File: config.mk
export PLATFORM = sky130hd
export DESIGN_NAME = writeback_unit
export DESIGN_NICKNAME = d
export VERILOG_FILES = /design/src/rtl/wb_pkg.sv /design/src/rtl/load_queue.sv /design/src/rtl/writeback_unit.sv
export SDC_FILE = /design/constraint.sdc
export NUM_CORES = 1
export LEC_CHECK = 0
export ABC_AREA = 1
export CAP_MARGIN = 5
export CORE_UTILIZATION = 40
export CTS_BUF_LIST = sky130_fd_sc_hd__clkbuf_16
export DETAILED_ROUTE_END_ITERATION = 7
export PLACE_DENSITY = 0.76
export SLEW_MARGIN = 20
export SYNTH_ARGS = -nofsm -noshare
export SYNTH_HDL_FRONTEND = slang
export SYNTH_SLANG_ARGS = --single-unit
File: constraint.sdc
create_clock -name clk -period 2.89 [get_ports clk]
set_clock_uncertainty 0.2 [all_clocks]
set_input_delay 0.7225 -clock clk [delete_from_list [all_inputs] [get_ports clk]]
set_output_delay 0.7225 -clock clk [all_outputs]
set_load 0.02 [all_outputs]
File: src/rtl/wb_pkg.sv
// rtl/wb_pkg.sv - shared load types, queue entry layout and load-data extraction
package wb_pkg;

   typedef enum logic [2:0] {
      LD_B  = 3'd0,
      LD_H  = 3'd1,
      LD_W  = 3'd2,
      LD_BU = 3'd4,
      LD_HU = 3'd5
   } load_type_e;

   typedef struct packed {
      logic [4:0] rd;
      logic [2:0] funct3;
      logic [1:0] addr_lo;
   } lq_entry_t;

   // Misaligned halfwords/words are extracted aligned-down; unknown types fall back to LW.
   function automatic logic [31:0] load_extend(input logic [31:0] word,
                                               input logic [2:0]  funct3,
                                               input logic [1:0]  addr_lo);
      logic [7:0]  b;
      logic [15:0] h;
      logic [31:0] r;
      b = 8'(word >> {addr_lo, 3'b000});
      h = addr_lo[1] ? word[31:16] : word[15:0];
      case (load_type_e'(funct3))
         LD_B:    r = {{24{b[7]}}, b};
         LD_H:    r = {{16{h[15]}}, h};
         LD_BU:   r = {24'd0, b};
         LD_HU:   r = {16'd0, h};
         default: r = word;
      endcase
      return r;
   endfunction

endpackage

File: src/rtl/load_queue.sv
// rtl/load_queue.sv - in-order FIFO of outstanding loads with per-entry visibility
module load_queue
   import wb_pkg::*;
#(
   parameter int DEPTH = 4
) (
   input  logic                          clk,
   input  logic                          rst,
   input  logic                          push,
   input  lq_entry_t                     push_data,
   input  logic                          pop,
   output lq_entry_t                     head,
   output logic [$clog2(DEPTH):0]        count,
   output logic [DEPTH-1:0]              valid,
   output logic [DEPTH-1:0][4:0]         rds
);

   localparam int AW = $clog2(DEPTH);

   lq_entry_t        mem [DEPTH];
   logic [AW-1:0]    wr_ptr;
   logic [AW-1:0]    rd_ptr;

   // Callers never push when full nor pop when empty, so push and pop never hit the same slot.
   always_ff @(posedge clk) begin
      if (rst) begin
         wr_ptr <= '0;
         rd_ptr <= '0;
         count  <= '0;
         valid  <= '0;
      end else begin
         if (push) begin
            valid[wr_ptr] <= 1'b1;
            wr_ptr        <= wr_ptr + 1'b1;
         end
         if (pop) begin
            valid[rd_ptr] <= 1'b0;
            rd_ptr        <= rd_ptr + 1'b1;
         end
         case ({push, pop})
            2'b10:   count <= count + 1'b1;
            2'b01:   count <= count - 1'b1;
            default: count <= count;
         endcase
      end
   end

   always_ff @(posedge clk) begin
      if (push) mem[wr_ptr] <= push_data;
   end

   assign head = mem[rd_ptr];

   always_comb begin
      rds = '0;
      for (int i = 0; i < DEPTH; i++) rds[i] = mem[i].rd;
   end

endmodule

File: src/rtl/writeback_unit.sv
// rtl/writeback_unit.sv - merges ALU results and load responses onto the register-file write port
module writeback_unit
   import wb_pkg::*;
#(
   parameter int DWIDTH   = 32,
   parameter int LQ_DEPTH = 4
) (
   input  logic              clk,
   input  logic              rst,
   input  logic              alu_valid_i,
   output logic              alu_ready_o,
   input  logic [4:0]        alu_rd_i,
   input  logic              alu_wren_i,
   input  logic [DWIDTH-1:0] alu_data_i,
   input  logic              ld_valid_i,
   output logic              ld_ready_o,
   input  logic [4:0]        ld_rd_i,
   input  logic [2:0]        ld_funct3_i,
   input  logic [1:0]        ld_addr_lo_i,
   input  logic              mem_rsp_valid_i,
   input  logic [DWIDTH-1:0] mem_rsp_data_i,
   output logic [4:0]        rd_o,
   output logic [DWIDTH-1:0] datawb_o,
   output logic              regwren_o,
   output logic [31:0]       busy_o,
   output logic              err_o
);

   localparam int CW = $clog2(LQ_DEPTH) + 1;

   lq_entry_t                 head;
   lq_entry_t                 push_entry;
   logic [CW-1:0]             count;
   logic [LQ_DEPTH-1:0]       valid;
   logic [LQ_DEPTH-1:0][4:0]  rds;
   logic                      push;
   logic                      pop;
   logic                      alu_write;
   logic                      bad_load;
   logic                      skid_valid;
   logic [4:0]                skid_rd;
   logic [DWIDTH-1:0]         skid_data;
   logic [31:0]               busy;

   assign ld_ready_o  = count < CW'(LQ_DEPTH);
   assign push        = ld_valid_i && ld_ready_o;
   assign pop         = mem_rsp_valid_i && (count != '0);
   assign alu_ready_o = !skid_valid;
   // Results that do not write a register are accepted and simply dropped.
   assign alu_write   = alu_valid_i && alu_ready_o && alu_wren_i;
   assign push_entry  = '{rd: ld_rd_i, funct3: ld_funct3_i, addr_lo: ld_addr_lo_i};

   load_queue #(.DEPTH(LQ_DEPTH)) u_lq (
      .clk       (clk),
      .rst       (rst),
      .push      (push),
      .push_data (push_entry),
      .pop       (pop),
      .head      (head),
      .count     (count),
      .valid     (valid),
      .rds       (rds)
   );

   always_comb begin
      bad_load = 1'b0;
      case (ld_funct3_i)
         3'd1, 3'd5:       bad_load = ld_addr_lo_i[0];
         3'd2:             bad_load = (ld_addr_lo_i != 2'd0);
         3'd3, 3'd6, 3'd7: bad_load = 1'b1;
         default:          bad_load = 1'b0;
      endcase
   end

   always_comb begin
      busy = '0;
      for (int i = 0; i < LQ_DEPTH; i++) begin
         if (valid[i]) busy[rds[i]] = 1'b1;
      end
      busy[0] = 1'b0;
   end

   assign busy_o = busy;

   // Priority: memory response, then skid, then the incoming ALU result.
   always_ff @(posedge clk) begin
      if (rst) begin
         regwren_o  <= 1'b0;
         rd_o       <= '0;
         datawb_o   <= '0;
         skid_valid <= 1'b0;
         skid_rd    <= '0;
         skid_data  <= '0;
         err_o      <= 1'b0;
      end else begin
         regwren_o <= 1'b0;
         if (pop) begin
            rd_o      <= head.rd;
            datawb_o  <= DWIDTH'(load_extend(32'(mem_rsp_data_i), head.funct3, head.addr_lo));
            regwren_o <= (head.rd != 5'd0);
            if (alu_write) begin
               skid_valid <= 1'b1;
               skid_rd    <= alu_rd_i;
               skid_data  <= alu_data_i;
            end
         end else if (skid_valid) begin
            rd_o       <= skid_rd;
            datawb_o   <= skid_data;
            regwren_o  <= (skid_rd != 5'd0);
            skid_valid <= 1'b0;
         end else if (alu_write) begin
            rd_o      <= alu_rd_i;
            datawb_o  <= alu_data_i;
            regwren_o <= (alu_rd_i != 5'd0);
         end
         if ((mem_rsp_valid_i && count == '0) || (alu_write && busy[alu_rd_i]) ||
             (push && bad_load))
            err_o <= 1'b1;
      end
   end

endmodule

* Yosys cells after proc, flatten, opt, wreduce, memory -nomap -nowiden *
Memory sizes are Yosys's and may differ from the RTL's. A register that Yosys moved wholly into a read port is not among the register bits.
Index checks and enable logic that the tools add are counted.

cells by class
  $add $sub $neg = 4
  $lt $le $gt $ge = 14
  eq/ne operators = 11
  shift-type cells = 1
  multiplexer cells = 38
  bitwise logic cells = 7
  reduce and logical (&&, ||, !) cells = 29

operators by type and width
  operator                                                     number
  2-to-1 mux 32 bit                                            7
  one-hot mux 32 bit (4 select lines)                          1
  bitwise OR 32 bit                                            3
  >> shifter 32 x 5 -> 8 bit                                   1
  less-than comparator 5 x 6 -> 1 bit (second input constant)  5
  demux 1 bit (select 5 bit)                                   4
  >= comparator 5 x 1 -> 1 bit (second input constant)         4
  2-to-1 mux 16 bit                                            1
  equality test 3 bit (second input constant)                  5
  2-to-1 mux 5 bit                                             3
  nonzero test 5 bit                                           3
  logical AND 1 bit                                            13
  2-to-1 mux 1 bit                                             12
  2-to-1 mux 4 bit                                             3
  equality test 3 x 1 -> 1 bit (second input constant)         2
  equality test 3 x 2 -> 1 bit (second input constant)         2
  zero test 3 bit                                              2
  less-than comparator 2 x 3 -> 1 bit (second input constant)  2
  one-hot mux 3 bit (2 select lines)                           1
  nonzero test 3 bit                                           2
  binary-select mux 1 bit (select 5 bit)                       1
  adder 2 x 1 -> 2 bit (second input constant)                 2
  bitwise AND 4 bit                                            1
  demux 1 bit (select 2 bit)                                   2
  17 further kinds                                             22

storage, ports and cells
  register bits after elaboration = 88
  RAM bits = 40
  input port bits = 85
  output and inout bits = 73
  word-level logic and storage cells = 116
  memories = 1

memory list
  memory    words  width  rd ports  clocked after memory_dff  write ports  RTL line          RTL
  u_lq.mem  4      10     5         1                         1            load_queue.sv:20  lq_entry_t mem [DEPTH];

* Longest topological paths before layout *
An unclocked memory read counts as a cell.

  depth in word-level cells = 17
  mapped depth = 14
  depth with buffers taken out = 14

* Modules after synthesis *
Synthesis repeated with hierarchy kept, for this count alone.

second synthesis, totals
  cell total of the unflattened synthesis = 1146
  area total of the unflattened synthesis = 7803.7 um2

modules (own cells, without submodules)
  module          instances  cells an instance  area each (um2)  sequential area each (um2)
  writeback_unit  1          957                5551.6           1541.5
  load_queue      1          189                2252.2           1461.4

* Least setup slack after synthesis *
Ideal clock, no wire load.

  path kind = input-to-reg
  from = in mem_rsp_valid_i
  to = reg u_lq.count[2]
  setup time = 0.130 ns
  data arrival time = 2.220 ns
  data required time = 2.560 ns
  path slack = 0.340 ns
  stages = 10
  path buffers = 1
  path through = nand2_1 inv_2 clkbuf_1 ha_1 inv_1 fa_1 a21oi_1 o21ai_0 o21ai_0 a21oi_1

between the ends
  longest elaborated chain between the ends = 3
  elaborated cells on any way between the ends = 5
  those cells by class = eq/ne: 2; mux: 1; reduce/logical: 2

ends and longest elaborated chain
  item                                                                             RTL line              RTL
  from (decl)                                                                      writeback_unit.sv:20  input logic mem_rsp_valid_i,
  logical AND 1 bit *                                                              writeback_unit.sv:47  assign pop = mem_rsp_valid_i && (count != '0);
  net pop                                                                          writeback_unit.sv:37  logic pop;
  equality test 2 x 1 -> 1 bit / equality test 2 bit (equally long branches)       load_queue.sv:40      case ({push, pop})
  one-hot mux 3 bit (2 select lines) / nonzero test 2 bit (equally long branches)  n/a
  to (signal assigned)                                                             load_queue.sv:41      2'b10: count <= count + 1'b1;
  to (signal assigned)                                                             load_queue.sv:42      2'b01: count <= count - 1'b1;
  to (signal assigned)                                                             load_queue.sv:43      default: count <= count;
  to (decl)                                                                        load_queue.sv:13      output logic [$clog2(DEPTH):0] count,

Mark *: on every way through the listed nets, which the timed path passes. The rest lies on a longest branch.
A chain may end at the register's enable or synchronous reset.

==> Implementation_results.wiki <==
{| class="wikitable"
! Metric !! Value
|-
| Post-synth top area share || 23.10%
|-
| Most frequently used flop master after synthesis || sky130_fd_sc_hd__dfxtp_1
|-
| Area of the core || 18890 µm²
|-
| Minimum setup slack among reg-to-reg paths || 0.31 ns
|-
| Instance count of the mapped netlist || 1139
|-
| Register area share after synthesis || 38.50%
|-
| Inserted Diodes || 0
|-
| Seq cells post-synth || 130
|-
| Combined buffer and inverter count along the critical path || 3
|-
| Result of the run || finished, final reports clean
|-
| WHS Path Cells || 1
|-
| Clock root buffer || sky130_fd_sc_hd__clkbuf_16
|-
| Leak || 0.004196 µW
|-
| Die Area || 20060 µm²
|-
| Critical Path Source Type || register
|-
| Depth of the most critical reg-to-reg path || 10
|-
| Maximum fanout encountered on the critical timing path || 8
|-
| Number of H-tree branching levels || 4
|-
| Worst slew margin relative to its limit || 56.98%
|-
| Number of nets in the synthesized netlist || 1234
|-
| Die Height || 141.6 µm
|-
| Clk Latency, worst-skew pair || 0.42 ns
|-
| Final slew viol count || 0
|-
| Grt total ovfl || 0
|-
| Initial DRT Pass Iterations || 8
|-
| Average wire length per cell after detail routing || 17.29 µm
|-
| Proportion of register bits with asynchronous set or reset after synthesis || 0%
|-
| Post-placement worst setup slack || 0.07089 ns
|-
| Worst hold slack || 0.2496 ns
|-
| Hold/Removal Path Class || reg2reg
|-
| Clock slew seen by the registers of the worst setup and hold paths || 0.06 ns
|-
| VDD IR-drop max || 0.0005541 V
|-
| Clock buffers created by TritonCTS || 17
|-
| Final setup margin || 0.05884 ns
|-
| Final critical-path share of the clock period || 97.96%
|-
| Post-route antenna net violation count || 0
|-
| Synth area leaders || sky130_fd_sc_hd__dfxtp_1 23%, sky130_fd_sc_hd__edfxtp_1 15%, sky130_fd_sc_hd__nand2_1 11%
|-
| Logic depth of the worst path, buffers included || 7
|-
| Overall die width || 141.6 µm
|-
| Share of final-layout standard cells stronger than drive strength 1 || 12.90%
|-
| Residual DRC count || 0
|-
| Worst setup path category || reg2out
|-
| Ratio of total power to cell area || 766.2 nW/µm²
|-
| Number of antenna violations at the first check in global routing || 0
|-
| Via count of the first global-routing pass || 8009
|-
| Slew at the pin closest to its max-slew limit || 0.6429 ns
|-
| Quantity of hold-fixing buffers added after cts || 0
|-
| Via total after detailed routing || 8791
|-
| Total negative setup slack || 0 ns
|-
| First-pass GRT wire length || 43070 µm
|-
| Hold Violations, Final || 0
|-
| Effective utilization at floorplan || 41.28%
|-
| Top delay family on crit path || buffers and inverters
|-
| Largest net degree at the start of global routing || 56
|-
| Terminus of the critical flop-to-flop path || datawb_o[19]
|-
| Required time reported for the critical path endpoint || 1.97 ns
|-
| Total routing resource utilization after global routing || 27.54%
|-
| Count of flip-flops with a built-in enable after synthesis || 40
|-
| Synth area leader || sky130_fd_sc_hd__dfxtp_1
|-
| Data arrival at the endpoint of the critical path || 1.91 ns
|-
| Average cell area after synthesis || 6.847 µm²
|-
| Final min period || 2.831 ns
|-
| Source of the worst hold timing path || u_lq.count[0]
|-
| Final RePlAce weighted congestion || 0.9605
|-
| Critical path's slowest cell || sky130_fd_sc_hd__edfxtp_1
|-
| Worst-case hold path end point || u_lq.count[0]
|-
| Final wirelength || 27540 µm
|-
| Average vias per placed instance || 5.519
|-
| Clock tree from TritonCTS || built
|-
| # nets final || 1415
|-
| Yosys synthesis warning count || 0
|-
| IO Port Bufs || 156
|-
| Std-Cell Rows || 50
|-
| Worst stage delay on the critical path || 0.43 ns
|-
| Max_cap viols || 0
|-
| Initial drt markers || 955
|-
| Critical path capture point type || output port
|-
| Io pins || 158
|-
| Setup-failing EPs final || 0
|-
| Top achievable clock speed || 0.3532 GHz
|-
| Deepest clock path buffer count || 2
|-
| Area overhead of the layout relative to synthesis || 35.02%
|-
| Sequence of cells on the critical path || buf_4, nand3_1, buf_4, nor2_1, nor2_1, nand2_1, dlygate4sd2_1
|-
| CTS Sinks || 130
|-
| Cell Area, Synth || 7799 µm²
|-
| Distinct cell type count of the synthesized netlist || 45
|-
| Estimated wirelength of the detail-placed design || 19140 µm
|}
## what timing repair did
action / 4_1_cts / 5_1_grt
endpoints found under the setup margin: 31 / 21
gates resized for setup: 45 / 25
setup buffers: 12 / 4
## Yosys cell counts, types with 5 or more instances
cell type,count
sky130_fd_sc_hd__edfxtp_1,40
sky130_fd_sc_hd__o211ai_1,16
sky130_fd_sc_hd__a31oi_1,9
sky130_fd_sc_hd__a41oi_1,5
sky130_fd_sc_hd__inv_1,57
sky130_fd_sc_hd__nand2_1,233
sky130_fd_sc_hd__dfxtp_1,90
sky130_fd_sc_hd__nand3_2,8
sky130_fd_sc_hd__clkbuf_1,35
sky130_fd_sc_hd__a21oi_2,11
sky130_fd_sc_hd__nand2_2,5
sky130_fd_sc_hd__nand4_1,14
sky130_fd_sc_hd__nand2_4,5
sky130_fd_sc_hd__o21ai_0,98
sky130_fd_sc_hd__o21ai_2,11
sky130_fd_sc_hd__buf_1,6
sky130_fd_sc_hd__buf_2,8
sky130_fd_sc_hd__nand3_1,136
sky130_fd_sc_hd__inv_2,8
sky130_fd_sc_hd__ha_1,9
sky130_fd_sc_hd__a21oi_1,82
sky130_fd_sc_hd__o21ai_1,7
sky130_fd_sc_hd__nor2_1,210
## report_power, final
part	switching (µW)	leakage, µW	internal [µW]
Combinational	2180	0.00279	1230
Sequential	260	0.00111	2230
Clock	806	0.000301	1370
## how the worst max path moves through the flow
stage,start,endpoint,slack (ns)
floorplan,mem_rsp_valid_i,u_lq.count[2],0.34
detailed placement,mem_rsp_valid_i,datawb_o[11],0.07
finish,u_lq.mem[2][5],busy_o[11],0.06
global placement,mem_rsp_valid_i,u_lq.count[2],0.09
CTS,u_lq.mem[2][5],busy_o[8],0.03
global route,u_lq.mem[2][6],busy_o[9],-0.03
## cell usage in the layout, fill, tap and decap left out, types with 40 or more instances in the layout
cell,count
sky130_fd_sc_hd__clkdlybuf4s50_1,125
sky130_fd_sc_hd__nand2_1,233
sky130_fd_sc_hd__a21oi_1,82
sky130_fd_sc_hd__nand3_1,125
sky130_fd_sc_hd__edfxtp_1,40
sky130_fd_sc_hd__buf_4,60
sky130_fd_sc_hd__dfxtp_1,87
sky130_fd_sc_hd__o21ai_0,98
sky130_fd_sc_hd__nor2_1,210
sky130_fd_sc_hd__inv_1,58
## final cells by class
cell class / instances / area, µm²
Multi-Input combinational cell: 881 / 4313
Clock inverter: 13 / 131.4
Inverter: 71 / 275.3
Clock buffer: 19 / 475.5
Tap cell: 260 / 325.3
Sequential cell: 130 / 3007
Fill cell: 1785 / 8363
Timing Repair Buffer: 219 / 2003
## kinds of logic (layout without fill, tap and decap cells)
family / count (synthesis) / after routing / share of synthesized area [%]
AND/OR/NAND/NOR: 620 / 620 / 34.06
AO/OA/AOI/OAI: 250 / 250 / 18.50
flip-flops: 130 / 130 / 38.50
buffers and inverters: 128 / 322 / 7.188
adder cells (fa/ha/maj): 10 / 10 / 1.701
other: 1 / 1 / 0.04808
## routing by layer
layer	track usage, %	vias to the layer above	part of all wire, %
met3	3.679	80	9.9
met1	37.08	3973	41
met5	0	-	0
met2	43.40	536	46
met4	13.70	0	3.8
li1	-	4202	-
## worst register-to-register path: stages (launching register included)
cell and delay [ns]:
sky130_fd_sc_hd__dfxtp_1 0.64, sky130_fd_sc_hd__inv_6 0.13, sky130_fd_sc_hd__nand2_2 0.09, sky130_fd_sc_hd__nand3_2 0.08, sky130_fd_sc_hd__nand2_4 0.27, sky130_fd_sc_hd__nand2_2 0.09
sky130_fd_sc_hd__o21ai_2 0.10, sky130_fd_sc_hd__nand2_4 0.09, sky130_fd_sc_hd__o21ai_4 0.52, sky130_fd_sc_hd__o21ai_0 0.16, sky130_fd_sc_hd__a21oi_1 0.14
## sequential cells by signal (all words and copies together), names as in the netlist, named ones only
name / count
datawb_o: 32
err_o: 1
rd_o: 5
regwren_o: 1
skid_data: 32
skid_rd: 5
skid_valid: 1
u_lq.count: 3
u_lq.mem: 40
u_lq.rd_ptr: 2
u_lq.valid: 4
u_lq.wr_ptr: 2
## through the flow
step	power [µW]	instance area (µm²)	util [%]	instances
floorplan	4625	7799	-	1139
global placement	5770	9791	51.82	1545
detailed placement	5800	9791	51.82	1545
CTS	8027	10510	55.64	1589
global route	8460	10530	55.74	1593
finish	8068	10530	55.74	1593
(Power assumes the default switching activity.)
